--- config.mk ---
export PLATFORM = sky130hd
export DESIGN_NAME = axis_bram_master
export DESIGN_NICKNAME = d
export VERILOG_FILES = /design/src/rtl/axis_bram_master_pkg.sv /design/src/rtl/axis_skid_fifo.sv /design/src/rtl/axis_bram_master.sv
export SDC_FILE = /design/constraint.sdc
export NUM_CORES = 1
export LEC_CHECK = 0
export ABC_AREA = 1
export CORE_ASPECT_RATIO = 1.25
export CORE_UTILIZATION = 55
export CTS_CLUSTER_SIZE = 25
export DETAILED_ROUTE_END_ITERATION = 8
export DONT_BUFFER_PORTS = 1
export PLACE_DENSITY = 0.78
export RECOVER_POWER = 50
export SLEW_MARGIN = 15
export SYNTH_ARGS = -nofsm -noshare
export SYNTH_HDL_FRONTEND = slang
export SYNTH_HIERARCHICAL = 1
export SYNTH_SLANG_ARGS = --single-unit
--- constraint.sdc ---
create_clock -name clk -period 3 [get_ports clk]
set_clock_uncertainty 0.1 [all_clocks]
set_input_delay 0.45 -clock clk [delete_from_list [all_inputs] [get_ports clk]]
set_output_delay 0.45 -clock clk [all_outputs]
set_load 0.02 [all_outputs]
--- src/rtl/axis_bram_master_pkg.sv ---
// Shared widths and the FIFO entry layout for the FFT output drain stage.
package axis_bram_master_pkg;

  localparam int ADDR_WIDTH     = 12;
  localparam int DATA_WIDTH     = 32;
  localparam int OUT_AXI_WIDTH  = 32;
  localparam int OUT_BYTE_COUNT = OUT_AXI_WIDTH / 8;

  // One queued stream beat: BRAM word plus its end-of-frame tag.
  typedef struct packed {
    logic                  last;
    logic [DATA_WIDTH-1:0] data;
  } beat_t;

  localparam int BEAT_W = $bits(beat_t);

endpackage

--- src/rtl/axis_skid_fifo.sv ---
// Small register FIFO. Entry 0 is always the head, so the output is a flop
// rather than a read mux; a pop shifts every entry down by one.
module axis_skid_fifo #(
  parameter  int WIDTH = 33,
  parameter  int DEPTH = 2,
  localparam int OCC_W = $clog2(DEPTH + 1)
) (
  input  logic             clk,
  input  logic             reset,
  input  logic             push,
  input  logic [WIDTH-1:0] din,
  input  logic             pop,
  output logic [WIDTH-1:0] head,
  output logic [OCC_W-1:0] occ
);

  logic [DEPTH-1:0][WIDTH-1:0] mem;
  logic [DEPTH-1:0][WIDTH-1:0] shifted;
  logic [OCC_W-1:0]            wr_idx;

  // After a same-cycle pop the free slot moves down by one.
  assign wr_idx  = occ - OCC_W'(pop);
  assign shifted = {{WIDTH{1'b0}}, mem[DEPTH-1:1]};
  assign head    = mem[0];

  // Storage: write lands at the first free slot, otherwise shift on pop.
  always_ff @(posedge clk) begin
    for (int i = 0; i < DEPTH; i++) begin
      if (push && wr_idx == OCC_W'(i)) mem[i] <= din;
      else if (pop)                    mem[i] <= shifted[i];
    end
  end

  // Occupancy; push and pop together leave it unchanged.
  always_ff @(posedge clk) begin
    if (reset) begin
      occ <= '0;
    end else begin
      occ <= occ + OCC_W'(push) - OCC_W'(pop);
      assert (!(push && !pop && occ == OCC_W'(DEPTH)));
      assert (!(pop && occ == '0));
    end
  end

endmodule

--- src/rtl/axis_bram_master.sv ---
// Drains one FFT frame from the working BRAM in natural order and streams it
// out as a single AXI-stream packet. Reads are issued only while the output
// FIFO has room for them (queued + in-flight), so backpressure never drops data.
module axis_bram_master
  import axis_bram_master_pkg::*;
#(
  parameter int FFT_SIZE   = 4096,
  parameter int RD_LATENCY = 1,
  parameter int FIFO_DEPTH = 2
) (
  input  logic                      clk,
  input  logic                      reset,
  input  logic                      axis_bram_master_go,
  output logic                      axis_bram_master_busy,
  output logic [ADDR_WIDTH-1:0]     axis_mem2m_raddr,
  output logic                      axis_mem2m_re,
  input  logic [DATA_WIDTH-1:0]     axis_mem2m_rdata,
  output logic                      axis_fft2mag_tvalid,
  input  logic                      axis_fft2mag_tready,
  output logic                      axis_fft2mag_tlast,
  output logic [OUT_AXI_WIDTH-1:0]  axis_fft2mag_tdata,
  output logic [OUT_BYTE_COUNT-1:0] axis_fft2mag_tkeep
);

  localparam logic [1:0] ST_IDLE  = 2'd0;
  localparam logic [1:0] ST_ISSUE = 2'd1;
  localparam logic [1:0] ST_DRAIN = 2'd2;

  localparam int OCC_W = $clog2(FIFO_DEPTH + 1);
  localparam int CR_W  = OCC_W + 1;
  localparam logic [ADDR_WIDTH-1:0] LAST_ADDR = ADDR_WIDTH'(FFT_SIZE - 1);

  if (OUT_AXI_WIDTH != DATA_WIDTH) begin : g_chk_width
    $error("stream width must equal BRAM data width");
  end
  if (FFT_SIZE != (1 << ADDR_WIDTH)) begin : g_chk_size
    $error("FFT_SIZE must equal 2**ADDR_WIDTH");
  end
  if (RD_LATENCY < 1 || RD_LATENCY > 2) begin : g_chk_lat
    $error("RD_LATENCY must be 1 or 2");
  end
  if (FIFO_DEPTH < RD_LATENCY + 1) begin : g_chk_depth
    $error("FIFO_DEPTH must cover RD_LATENCY+1 beats");
  end

  logic [1:0]            state;
  logic [ADDR_WIDTH-1:0] rd_cnt;
  logic [ADDR_WIDTH-1:0] beat_cnt;
  logic [RD_LATENCY:0]   vld_pipe;
  logic [RD_LATENCY:0]   lst_pipe;
  logic [RD_LATENCY-1:0] vld_q;
  logic [RD_LATENCY-1:0] lst_q;
  logic [CR_W-1:0]       inflight;
  logic [CR_W-1:0]       credit_used;
  logic [OCC_W-1:0]      occ;
  logic                  pop;
  logic                  push;
  beat_t                 push_beat;
  beat_t                 head_beat;

  assign pop  = axis_fft2mag_tvalid & axis_fft2mag_tready;
  assign push = vld_pipe[RD_LATENCY];

  // Slots already claimed: queued beats plus reads still in the BRAM pipe,
  // less the beat leaving this cycle.
  assign credit_used   = CR_W'(occ) + inflight - CR_W'(pop);
  assign axis_mem2m_re = (state == ST_ISSUE) && (credit_used < CR_W'(FIFO_DEPTH));
  assign axis_mem2m_raddr = rd_cnt;

  // Stage 0 is the read being issued now; stage RD_LATENCY is its data arriving.
  assign vld_pipe = {vld_q, axis_mem2m_re};
  assign lst_pipe = {lst_q, (rd_cnt == LAST_ADDR)};

  assign push_beat = '{last: lst_pipe[RD_LATENCY], data: axis_mem2m_rdata};

  assign axis_bram_master_busy = (state != ST_IDLE);
  assign axis_fft2mag_tvalid   = (occ != '0);
  assign axis_fft2mag_tlast    = axis_fft2mag_tvalid & head_beat.last;
  assign axis_fft2mag_tdata    = head_beat.data;
  assign axis_fft2mag_tkeep    = '1;

  // Track outstanding reads and carry the last-address tag alongside them.
  always_ff @(posedge clk) begin
    if (reset) begin
      vld_q    <= '0;
      lst_q    <= '0;
      inflight <= '0;
    end else begin
      vld_q    <= vld_pipe[RD_LATENCY-1:0];
      lst_q    <= lst_pipe[RD_LATENCY-1:0];
      inflight <= inflight + CR_W'(axis_mem2m_re) - CR_W'(push);
    end
  end

  // Frame sequencing and the natural-order read address.
  always_ff @(posedge clk) begin
    if (reset) begin
      state  <= ST_IDLE;
      rd_cnt <= '0;
    end else begin
      case (state)
        ST_IDLE:  if (axis_bram_master_go) state <= ST_ISSUE;
        ST_ISSUE: if (axis_mem2m_re) begin
                    if (rd_cnt == LAST_ADDR) state  <= ST_DRAIN;
                    else                     rd_cnt <= rd_cnt + 1'b1;
                  end
        ST_DRAIN: if (pop && head_beat.last) begin
                    state  <= ST_IDLE;
                    rd_cnt <= '0;
                  end
        default:  state <= ST_IDLE;
      endcase
    end
  end

  // Accepted-beat count; the tag on the head must agree with it.
  always_ff @(posedge clk) begin
    if (reset) begin
      beat_cnt <= '0;
    end else begin
      if (pop) beat_cnt <= head_beat.last ? '0 : beat_cnt + 1'b1;
      if (axis_fft2mag_tvalid) assert (head_beat.last == (beat_cnt == LAST_ADDR));
    end
  end

  axis_skid_fifo #(
    .WIDTH (BEAT_W),
    .DEPTH (FIFO_DEPTH)
  ) u_fifo (
    .clk   (clk),
    .reset (reset),
    .push  (push),
    .din   (push_beat),
    .pop   (pop),
    .head  (head_beat),
    .occ   (occ)
  );

endmodule
Yosys cells after proc, flatten, opt, wreduce, memory -nomap -nowiden
Index checks and enable logic that the tools add are counted.
{"block": "totals", "n_memories": 0, "ff_bits": 87, "rom_bits": 0, "latch_bits": 0, "out_inout_bits": 52, "word_cells": 54, "input_bits": 36, "ram_bits": 0}
{"block": "classes", "muxes": 13, "shifts": 0, "n_addsub": 8, "n_eq_ne": 9, "n_lt_le_gt_ge": 1, "multipliers": 0, "n_bitwise": 2, "div_mod_pow": 0, "reduce_logical": 13}
{"op": "$mux 33", "count": 4}
{"op": "$mux 12", "count": 3}
{"op": "$pmux 12 s2", "count": 1}
{"op": "$add 12x1->12 const B", "count": 1}
{"op": "$eq 12x12->1 const B", "count": 1}
{"op": "$ne 2x2->1 const B", "count": 5}
{"op": "$reduce_bool 2->1", "count": 5}
{"op": "$mux 2", "count": 4}
{"op": "$reduce_and 4->1", "count": 2}
{"op": "$pmux 2 s3", "count": 1}
{"op": "$sub 3x1->3", "count": 2}
{"op": "$eq 2x1->1 const B", "count": 2}
{"op": "$logic_and 1x1->1", "count": 4}
{"op": "$logic_not 2->1", "count": 2}
{"op": "$sub 2x1->2", "count": 2}
{"op": "$add 2x3->3", "count": 1}
{"op": "$add 3x1->3", "count": 1}
{"op": "$lt 3x2->1 const B", "count": 1}
{"op": "$add 2x1->2", "count": 1}
{"op": "$and 1x1->1", "count": 2}
{"op": "$eq 2x2->1 const B", "count": 1}

Longest topological paths before layout
Gate-level depths: netlist (run 1).
{"block": "depth", "ltp_word": 7, "ltp_mapped": 18, "mapped_depth_nobuf": 17}

By module
Netlist (run 1), hierarchy kept.
{"module": "axis_skid_fifo", "cells_each": 308, "n_inst": 1, "area_each_um2": 3221.8, "seq_area_each_um2": 2021.9}
{"module": "axis_bram_master", "cells_each": 202, "n_inst": 1, "area_each_um2": 1353.8, "seq_area_each_um2": 380.4}

Worst setup path before layout (run 1)
Ideal clock, no wire load.
{"block": "synth_path", "path_type": "register to register", "start": "reg u_fifo.occ[1]", "end": "reg inflight[1]", "path_stages_with_launch": 15, "slack_ns": 0.129, "t_arrival_ns": 2.659, "path_buffers": 0, "synth_period_minus_slack_ns": 2.871, "required_time_ns": 2.788, "setup_ns": 0.112, "path_cell_list": "dfxtp_1 inv_1 nand2_1 nand2_1 inv_1 nand2_1 o21ai_0 nand2_1 fa_1 nand3_1 nor2_1 ha_1 fa_1 inv_1 nor2_1"}
{"block": "synth_via", "elab_chain_len": 7, "word_cells_on_any_way": 8, "cone_classes": "add/sub: 4; order compare: 1; bitwise: 1; reduce/logical: 2"}
{"element": "start, declared", "line": "axis_skid_fifo.sv:14", "source": "output logic [OCC_W-1:0] occ"}
{"element": "start signal, assigned", "line": "axis_skid_fifo.sv:39", "source": "occ <= occ + OCC_W'(push) - OCC_W'(pop);"}
{"element": "$reduce_bool 2->1", "line": "axis_bram_master.sv:77", "source": "assign axis_fft2mag_tvalid = (occ != '0);"}
{"element": "net axis_fft2mag_tvalid", "line": "axis_bram_master.sv:18", "source": "output logic axis_fft2mag_tvalid,"}
{"element": "$and 1x1->1", "line": "axis_bram_master.sv:61", "source": "assign pop = axis_fft2mag_tvalid & axis_fft2mag_tready;"}
{"element": "net pop", "line": "axis_bram_master.sv:56", "source": "logic pop;"}
{"element": "$sub 3x1->3", "line": "axis_bram_master.sv:66", "source": "assign credit_used = CR_W'(occ) + inflight - CR_W'(pop);"}
{"element": "$lt 3x2->1", "line": "axis_bram_master.sv:67", "source": "assign axis_mem2m_re = (state == ST_ISSUE) && (credit_used < CR_W'(FIFO_DEPTH));"}
{"element": "$logic_and 1x1->1", "line": "axis_bram_master.sv:67"}
{"element": "net axis_mem2m_re", "line": "axis_bram_master.sv:16", "source": "output logic axis_mem2m_re,"}
{"element": "$add 3x1->3", "line": "axis_bram_master.sv:91", "source": "inflight <= inflight + CR_W'(axis_mem2m_re) - CR_W'(push);"}
{"element": "$sub 3x1->3", "line": "axis_bram_master.sv:91"}
{"element": "end signal, assigned", "line": "axis_bram_master.sv:91"}
{"element": "end, declared", "line": "axis_bram_master.sv:53", "source": "logic [CR_W-1:0] inflight;"}
The timed path passes the listed nets, and every way through them passes these cells.
A chain may end at the register's enable or synchronous reset.

Worst setup path in the final report (run 1)
{"block": "layout_path", "start": "reg u_fifo.occ[1]", "end": "reg inflight[2]"}
{"block": "layout_via", "elab_chain_len": 7, "word_cells_on_any_way": 8, "cone_classes": "add/sub: 4; order compare: 1; bitwise: 1; reduce/logical: 2"}
{"element": "$reduce_bool 2->1", "line": "axis_bram_master.sv:77"}
{"element": "$and 1x1->1", "line": "axis_bram_master.sv:61"}
{"element": "net pop", "line": "axis_bram_master.sv:56"}
{"element": "$sub 3x1->3", "line": "axis_bram_master.sv:66"}
{"element": "$lt 3x2->1", "line": "axis_bram_master.sv:67"}
{"element": "$logic_and 1x1->1", "line": "axis_bram_master.sv:67"}
{"element": "$add 3x1->3", "line": "axis_bram_master.sv:91"}
{"element": "$sub 3x1->3", "line": "axis_bram_master.sv:91"}
The timed path passes the listed nets, and every way through them passes these cells.

==> flow_summary.toml, run 1 <==
[die]
die-area_sq_um = 8690
initial_core_util_pct = 57.72
die_x_um = 83.58
io_pins = 88
rows = 36
fp.coreArea_sq_um = 7928
die_height_um = 104.0

[hold_path]
hp-class = "in2reg"

[power]
leakage_nw = 1.992
pwr_density_cell_nw_per_um2 = 979.8
p_sw_mw = 1.818
vdd_drop_max_uv = 689.4
p_comb_share_pct = 34.1
clkPwrFrac_pct = 17.4
power_mw = 4.433
switching_share_pct = 41.00
power_frac_seq_pct = 48.4
intPower_mw = 2.615

[timing]
setup_tns_ns = 0
tightest_slew_ns = 0.7443
slew_headroom_pct = 50.38
timing.fmax_mhz = 365.1
finalWorstSetupSlack_ns = 0.2610
min_period_ns = 2.739
hold_viol = 0
setup_viol_count_final = 0
worst_hold_slack_ns = 0.05500
rsz0062_at_grt = "no"
fin_crit_sh_pct = 91.30
drv_slew = 0

[logic_synthesis]
yosysMostFrequentCell = "nand2_1"
synth_edf_count = 66
netlist_area_sq_um = 4576
ys.warnings.count = 6
async_flop_share_pct = 0
yosys-top-cells-area = "edfxtp_1 43%, nand2_1 10%, dfxtp_1 9.2%"
yosys.cell_types.count = 30
syn_inst = 510
ys.flop_type = "edfxtp_1"
netlist_top_cells_count = "123 x nand2_1, 72 x inv_1, 66 x edfxtp_1, 57 x nor2_1, 43 x nand3_1"
syn_avg_cell_area_sq_um = 8.972
yosysTopAreaCell = "edfxtp_1"
synth_seq_cells = 87
yosys.area.top_type_share_pct = 43.31
synth-seq-area-share_pct = 52.50

[routing]
num_vias = 2926
drc = 0
firstDrtPassIters = 4
drt-initial-drc-count = 103
final_antenna_net_count = 0
vias_per_cell = 5.036
wl_um = 7825
wire_per_inst_um = 13.47

[cells_and_area]
fillCellCount = 679
final_area_sq_um = 4524
post_route_cells_drive_above_1_share_pct = 12.55
final_cells = 581
antenna_cells = 0
fin_nets = 526
utilization_pct = 57.07
syn2layout_area_growth_pct = -1.121

[critical_path]
crit_path_end_kind = "register"
cp-startpoint = "u_fifo/occ[1]"
cp_data_required_time_ns = 3.19
slowest_delay_ns = 0.38
crit_arrival_ns = 2.92
reg2reg_depth = 16
crit_top_cell = "nand2_1"
r2r-end = "inflight[2]"
cp.depth = 16
crit_chain = "inv_1, nand2_1, nand2_2, inv_2, nand2_1, o21ai_0, nand2_1, fa_1, inv_1, nand2_1, nand3_2, nor2_2, ha_1, fa_1, or2_2, a21oi_2"
r2r_setup_slack_ns = 0.26
crit_type = "reg2reg"
rr_startpoint = "u_fifo/occ[1]"
crit_path_end = "inflight[2]"
critical_path.top_delay_family = "adder cells"
cp-start-kind = "register"
crit_fanout = 4
critPathSlowestCell = "fa_1"
critPathBufInv = 3

[placed_design]
routabilityCongestion = 0.8133
placedCellCount = 564
dp_hpwl_um = 5422
io_buffers = 0
dpl_cell_area_sq_um = 4342
preCtsSetupSlack_ns = 0.1794

[cts]
cts_sinks = 87
cts_buffers = 9
clock_path_buffers = 2
path_clk_slew_ns = 0.08
htreeDepth = 3
insertion_delay_ns = 0.34
cts_root_buffer = "clkbuf_8"
cts_tree = "yes"

[status]
outcome = "finished clean"

[grt]
grt_pass1_wl_um = 13030
grt_max_degree = 35
grt_pass1_vias = 2965
antenna_found_initial = 0
grt.total_usage_pct = 18.95
grt_overflow = 0

[job]
maxCapViolCount = 0
## cells in the final DEF (no fill, tap or decap), types with 4 or more instances in the layout
cell	synthesis	final
nand2_4	4	4
inv_1	72	71
edfxtp_1	66	66
nor2_2	10	8
dfxtp_1	21	19
nand3_1	43	42
buf_4	38	7
nand2_1	123	123
nand4_1	9	9
ha_1	7	7
nand2_2	7	7
a21oi_1	11	10
conb_1	1	4
nor2_1	57	60
a21oi_2	3	4
inv_2	4	5
clkbuf_8	2	9
## how the worst min path moves through the flow
stage / from / to / slack (ns) / depth (start not counted)
3_3_place_gp: u_fifo/mem[59] / u_fifo/head[26] / 0.39 / 2
4_1_cts: reset / axis_mem2m_raddr[7] / 0.04 / 1
3_5_place_dp: u_fifo/mem[55] / u_fifo/head[22] / 0.40 / 2
2_1_floorplan: u_fifo/mem[33] / u_fifo/head[0] / 0.39 / 2
6_report: reset / axis_mem2m_raddr[7] / 0.05 / 1
5_1_grt: reset / axis_mem2m_raddr[7] / 0.03 / 1
## power groups by stage
stage          Sequential, mW  Combinational (mW)  Clock, mW
4_1_cts                  2.15                1.49      0.796
3_3_place_gp             2.16                1.43          0
6_report                 2.15                1.51      0.773
2_1_floorplan            1.94                1.63          0
3_5_place_dp             2.18                1.49          0
5_1_grt                  2.18                1.70      0.848
## timing repair
item / 4_1_cts / 5_1_grt
resized for setup: 0 / 7
endpoints found under the setup margin: 0 / 2
buffers inserted: 0 / 1
hold buffers: 0 / 0
## registers in the layout, summed over array words and instances, names as in the netlist
| name | count |
|---|---|
| u_fifo/occ | 2 |
| inflight | 3 |
| state | 2 |
| lst_q | 1 |
| u_fifo/head | 33 |
| u_fifo/mem | 33 |
| axis_mem2m_raddr | 12 |
| push | 1 |
## routing by layer
metal	routed length (um)	part of all wire, %	GRT usage [%]	vias to the layer above
met3	484	6.2	6.508	9
met4	110	1.4	8.232	0
li1	-	-	-	1506
met1	2996	38	19.31	1333
met2	4234	54	34.61	78
met5	0	0	0	-
## logic make-up after synthesis
family	Yosys count	share of synthesized area, %
other	1	0.08196
AOI/OAI and AO/OA	20	2.625
xor gates and xnor gates	2	0.3829
adders and majority gates	9	2.789
and+or+nand+nor	262	25.95
DFF	87	52.50
buffers and inverters	129	15.67
## cell type report
class | count | area [sq um] | area share, %
repair buffers | 10 | 67.56 | 1.493
clock inverters | 4 | 48.80 | 1.079
multi-input cells | 297 | 1464 | 32.36
flip-flops and latches | 87 | 2405 | 53.15
clock buffers | 12 | 135.1 | 2.987
well taps | 95 | 118.9 | 2.627
inverters | 76 | 285.3 | 6.305
Power figures use the tool's default switching activity.
==> inputs of run 2 (changes only) <==
--- a/config.mk
+++ b/config.mk
@@ -11,6 +11,7 @@
 export CTS_CLUSTER_SIZE = 25
 export DETAILED_ROUTE_END_ITERATION = 8
 export DONT_BUFFER_PORTS = 1
+export GPL_ROUTABILITY_DRIVEN = 0
 export PLACE_DENSITY = 0.78
 export RECOVER_POWER = 50
 export SLEW_MARGIN = 15
==> constraint.sdc (replaced) <==
create_clock -name clk -period 3 [get_ports clk]
set_clock_uncertainty 0.1 [all_clocks]
set_input_delay 0.9 -clock clk [delete_from_list [all_inputs] [get_ports clk]]
set_output_delay 0.9 -clock clk [all_outputs]
set_load 0.02 [all_outputs]
==> run 2 against run 1 <==
The flow now finishes with violations (negative setup slack); combinational power grew 26%; die area stayed put; setup slack got worse by 0.28 ns; cell area up 4.4%; final cell count grew 2.2%; flip-flop and latch count did not move; routed wire length is 2.9% higher; power up 9.0%; critical endpoint is now axis_mem2m_re; sequential power is essentially flat; largest cell class unchanged; first-iteration DRC count rose by 68%; critical path depth shrank 8; fmax shrank 9.1%.
==> flow_summary.toml, run 2 (synthesis results as in run 1) <==
[die]
io_pins = 88
die-area_sq_um = 8690
rows = 36
die_height_um = 104.0
fp.coreArea_sq_um = 7928
die_x_um = 83.58
initial_core_util_pct = 57.72

[job]
maxCapViolCount = 0

[timing]
finalWorstSetupSlack_ns = -0.01425
worst_hold_slack_ns = 0.4078
hold_viol = 0
setup_tns_ns = -0.01425
slew_headroom_pct = 61.68
tightest_slew_ns = 0.5747
min_period_ns = 3.014
drv_slew = 0
setup_viol_count_final = 1
timing.fmax_mhz = 331.8
fin_crit_sh_pct = 100.5
rsz0062_at_grt = "yes"

[critical_path]
crit_type = "in2out"
cp_data_required_time_ns = 2.00
crit_fanout = 2
cp-start-kind = "input port"
crit_path_end_kind = "output pin"
crit_arrival_ns = 2.01

[routing]
final_antenna_net_count = 0
vias_per_cell = 5.076
wl_um = 8051
firstDrtPassIters = 5
drc = 0
num_vias = 3015
wire_per_inst_um = 13.55
drt-initial-drc-count = 173

[cts]
htreeDepth = 3
clock_path_buffers = 2
path_clk_slew_ns = 0.08
cts_hold_buf = 0
cts_sinks = 87
cts_root_buffer = "clkbuf_8"
cts_buffers = 9
cts_tree = "yes"
insertion_delay_ns = 0.33

[placed_design]
dp_hpwl_um = 5567
dpl_cell_area_sq_um = 4397
placedCellCount = 568
io_buffers = 0

[status]
outcome = "finished with violations"
failed_checks = "negative setup slack"

[cells_and_area]
multi_input_area_sq_um = 1530
post_route_cells_drive_above_1_share_pct = 17.23
final_cells = 594
syn2layout_area_growth_pct = 3.227
final_common_cell = "nand2_1"
fin_nets = 539
most-common-layout-cells = "120 x nand2_1, 68 x inv_1, 66 x edfxtp_1, 57 x nor2_1, 42 x nand3_1"
antenna_cells = 0
fillCellCount = 663
final_area_sq_um = 4723
seq_area_sq_um = 2405

[grt]
grt_pass1_wl_um = 13340
antenna_found_initial = 0
grt.total_usage_pct = 19.24
grt_pass1_vias = 2971
grt_overflow = 0
grt_max_degree = 34

[power]
leakage_nw = 2.063
vdd_drop_max_uv = 999.7
power_mw = 4.834
pwr_density_cell_nw_per_um2 = 1023

[hold_path]
hp-class = "reg2reg"
-- run 2: cell types whose count changed in the layout (fill, tap and decap cells not counted), sizes merged --
cell      delta
buf         +15
clkbuf       -5
clkinvlp     +2
inv          +2
clkinv       -1
-- run 2: worst max-delay path: stages --
cell and delay (ns):
nand2_8 0.05, inv_4 0.04, nand2_4 0.05, buf_4 0.10, inv_2 0.03, fa_2 0.56, nand3_4 0.08, nor2_4 0.19
-- run 2: report_power, final --
part / leakage [nW] / total [mW] / switching (mW) / internal (mW)
logic: 1.18 / 1.90 / 1.20 / 0.702
clock network: 0.0937 / 0.789 / 0.403 / 0.386
registers: 0.787 / 2.14 / 0.360 / 1.78
total: 2.06 / 4.83 / 1.96 / 2.87
-- run 2: area by class of cell --
cell class | count | share of cell area [%]
Sequential cell | 87 | 50.91
Clock inverter | 7 | 1.510
Tap cell | 95 | 2.517
Timing Repair Buffer | 23 | 3.841
Clock buffer | 9 | 2.623
Multi-Input combinational cell | 297 | 32.40
Inverter | 76 | 6.199
-- run 2: path summary, 6_finish.rpt --
check | slack, ns | endpoint | from | depth (start not counted)
setup / recovery | -0.01 | axis_mem2m_re | axis_fft2mag_tready | 8
hold / removal | 0.41 | u_fifo/head[14] | u_fifo/mem[47] | 2
setup reg to reg | 0.34 | inflight[2] | u_fifo/occ[0] | 16
hold reg to reg | 0.41 | u_fifo/head[14] | u_fifo/mem[47] | 2
-- run 2: stage by stage --
stage	utilization, %	setup slack (ns)
6_report	59.58	-0.01425
2_1_floorplan	-	-0.02816
3_3_place_gp	55.46	-0.01593
3_5_place_dp	55.46	-0.1477
4_1_cts	58.89	-0.01070
5_1_grt	59.58	-0.06322
-- run 2: timing repair --
item                       in CTS  in global routing
pin swaps                       4                  4
resized for setup              11                  9
setup endpoints to repair       1                  1
buffers inserted                6                  4
-- run 2: layer usage --
metal,up-vias,part of all wire [%],wire (um),global-route usage [%]
li1,1533,-,-,-
met4,0,1.3,108,8.111
met1,1389,39,3170,20.68
met3,9,5.5,445,4.603
met5,-,0,0,0
met2,84,54,4326,35.54
==> inputs of run 3 (changes only) <==
--- a/config.mk
+++ b/config.mk
@@ -12,7 +12,7 @@
 export DETAILED_ROUTE_END_ITERATION = 8
 export DONT_BUFFER_PORTS = 1
 export GPL_ROUTABILITY_DRIVEN = 0
-export PLACE_DENSITY = 0.78
+export PLACE_DENSITY = 0.81
 export RECOVER_POWER = 50
 export SLEW_MARGIN = 15
 export SYNTH_ARGS = -nofsm -noshare
==> constraint.sdc (replaced) <==
create_clock -name clk -period 2.4 [get_ports clk]
set_clock_uncertainty 0.1 [all_clocks]
set_input_delay 0.72 -clock clk [delete_from_list [all_inputs] [get_ports clk]]
set_output_delay 0.72 -clock clk [all_outputs]
set_load 0.02 [all_outputs]
==> run 3 against run 2 <==
Sequential power up 24%; hold slack worse by 0.078 ns; die area unchanged; critical endpoint unchanged; via count up 1.3%; the flow still finishes with violations (negative setup slack).
==> flow_summary.toml, run 3 (synthesis results as in run 1) <==
[placed_design]
io_buffers = 0
preCtsSetupSlack_ns = -0.3743
dp_hpwl_um = 5566

[routing]
drc = 0
drt-initial-drc-count = 95
wl_um = 7964
num_vias = 3053
vias_per_cell = 5.071
firstDrtPassIters = 4
wire_per_inst_um = 13.23
final_antenna_net_count = 0

[timing]
fin_crit_sh_pct = 118.1
timing.fmax_mhz = 352.7
tightest_slew_ns = 0.5399
finalWorstSetupSlack_ns = -0.4354
hold_viol = 0
setup_viol_count_final = 3
min_period_ns = 2.835
slew_headroom_pct = 64.01
rsz0062_at_grt = "yes"
drv_slew = 0
worst_hold_slack_ns = 0.3297
setup_tns_ns = -0.8841

[critical_path]
slowest_delay_ns = 0.56
crit_path_end = "axis_mem2m_re"
cp_data_required_time_ns = 1.58
critPathSlowestCell = "fa_2"
critPathBufInv = 3
critical_path.top_delay_family = "adder cells"
crit_top_cell = "inv_4"
cp.depth = 11
crit_path_end_kind = "output pin"
crit_type = "reg2out"
r2r_setup_slack_ns = -0.25
crit_fanout = 3
rr_startpoint = "u_fifo/occ[1]"
cp-startpoint = "u_fifo/occ[1]"
r2r-end = "inflight[2]"
reg2reg_depth = 16
crit_chain = "inv_4, nand2_4, nand2_8, inv_4, nand2_2, o21ai_1, nand2_1, fa_2, nand3_4, nor2_4, buf_12"
crit_arrival_ns = 2.02
cp-start-kind = "register"

[grt]
grt_pass1_vias = 2981
grt_max_degree = 34
grt_overflow = 0
grt.total_usage_pct = 19.38
grt_pass1_wl_um = 13500
antenna_found_initial = 0

[cells_and_area]
fin_nets = 547
syn2layout_area_growth_pct = 5.934
post_route_cells_drive_above_1_share_pct = 19.13
utilization_pct = 61.14
fillCellCount = 678
antenna_cells = 0
most-common-layout-cells = "116 x nand2_1, 68 x inv_1, 66 x edfxtp_1, 57 x nor2_1, 42 x nand3_1"
final_common_cell = "nand2_1"

[die]
rows = 36
fp.coreArea_sq_um = 7928
initial_core_util_pct = 57.72
die_x_um = 83.58
die_height_um = 104.0
io_pins = 88
die-area_sq_um = 8690

[power]
power_frac_seq_pct = 42.8
clkPwrFrac_pct = 16.3
leakage_nw = 2.109
p_comb_share_pct = 40.9
p_sw_mw = 2.481
pwr_density_cell_nw_per_um2 = 1283
vdd_drop_max_uv = 835.2
switching_share_pct = 39.90
intPower_mw = 3.737
power_mw = 6.218

[cts]
cts_hold_buf = 0
cts_sinks = 87
clock_path_buffers = 2
cts_tree = "yes"
insertion_delay_ns = 0.34
path_clk_slew_ns = 0.08
cts_root_buffer = "clkbuf_8"
cts_buffers = 9
htreeDepth = 3

[status]
outcome = "finished with violations"
failed_checks = "negative setup slack"

[job]
maxCapViolCount = 0

[hold_path]
hp-class = "in2reg"
## run 3: changes by cell type in the layout (fill, tap and decap cells not counted), moves of 2 or more
cell / delta
buf_12: +2
clkbuf_1: +4
clkbuf_8: +2
buf_4: +3
nand2_1: -4
inv_6: -2
nand2_2: +3
## run 3: layout make-up
cell class | count | area [sq um] | area share, %
tap | 95 | 118.9 | 2.452
clock inverter | 3 | 42.54 | 0.8776
timing repair buffer | 30 | 251.5 | 5.188
multi-input combinational | 298 | 1580 | 32.60
inverter | 76 | 290.3 | 5.989
sequential | 87 | 2405 | 49.61
clock buffer | 13 | 158.9 | 3.278
## run 3: routing by layer
layer  vias to the layer above  wire length, um  global-route usage [%]
li1                       1555                -                       -
met1                      1391             3054                   21.31
met2                        95             4225                   33.51
met3                        12              514                   5.714
met4                         0              169                   10.17
met5                         -                0                       0
## run 3: what timing repair did
action	CTS	global route
pin swaps	6	3
setup endpoints to repair	15	16
gates cloned	0	1
setup buffers	3	2
resized for setup	9	5
## run 3: worst min-delay path by stage
stage                   start             endpoint  cells past startpoint
2_1_floorplan  u_fifo/mem[33]       u_fifo/head[0]                      2
3_3_place_gp   u_fifo/mem[46]      u_fifo/head[13]                      2
3_5_place_dp   u_fifo/mem[38]       u_fifo/head[5]                      2
4_1_cts                 reset  axis_mem2m_raddr[7]                      1
5_1_grt                 reset  axis_mem2m_raddr[7]                      1
6_report                reset  axis_mem2m_raddr[7]                      1
## run 3: power groups by stage
stage	Combinational, mW	Sequential, mW	Clock (mW)
after global placement	2.20	2.68	0
after detailed placement	2.31	2.69	0
after CTS	2.40	2.67	1.04
final	2.54	2.66	1.01
after global routing	2.85	2.70	1.11
after floorplan	2.17	2.41	0
## run 3: metrics by stage
stage	area (sq um)	cells
2_1_floorplan	4653	513
3_3_place_gp	4566	580
3_5_place_dp	4566	580
4_1_cts	4816	599
5_1_grt	4847	602
6_report	4847	602
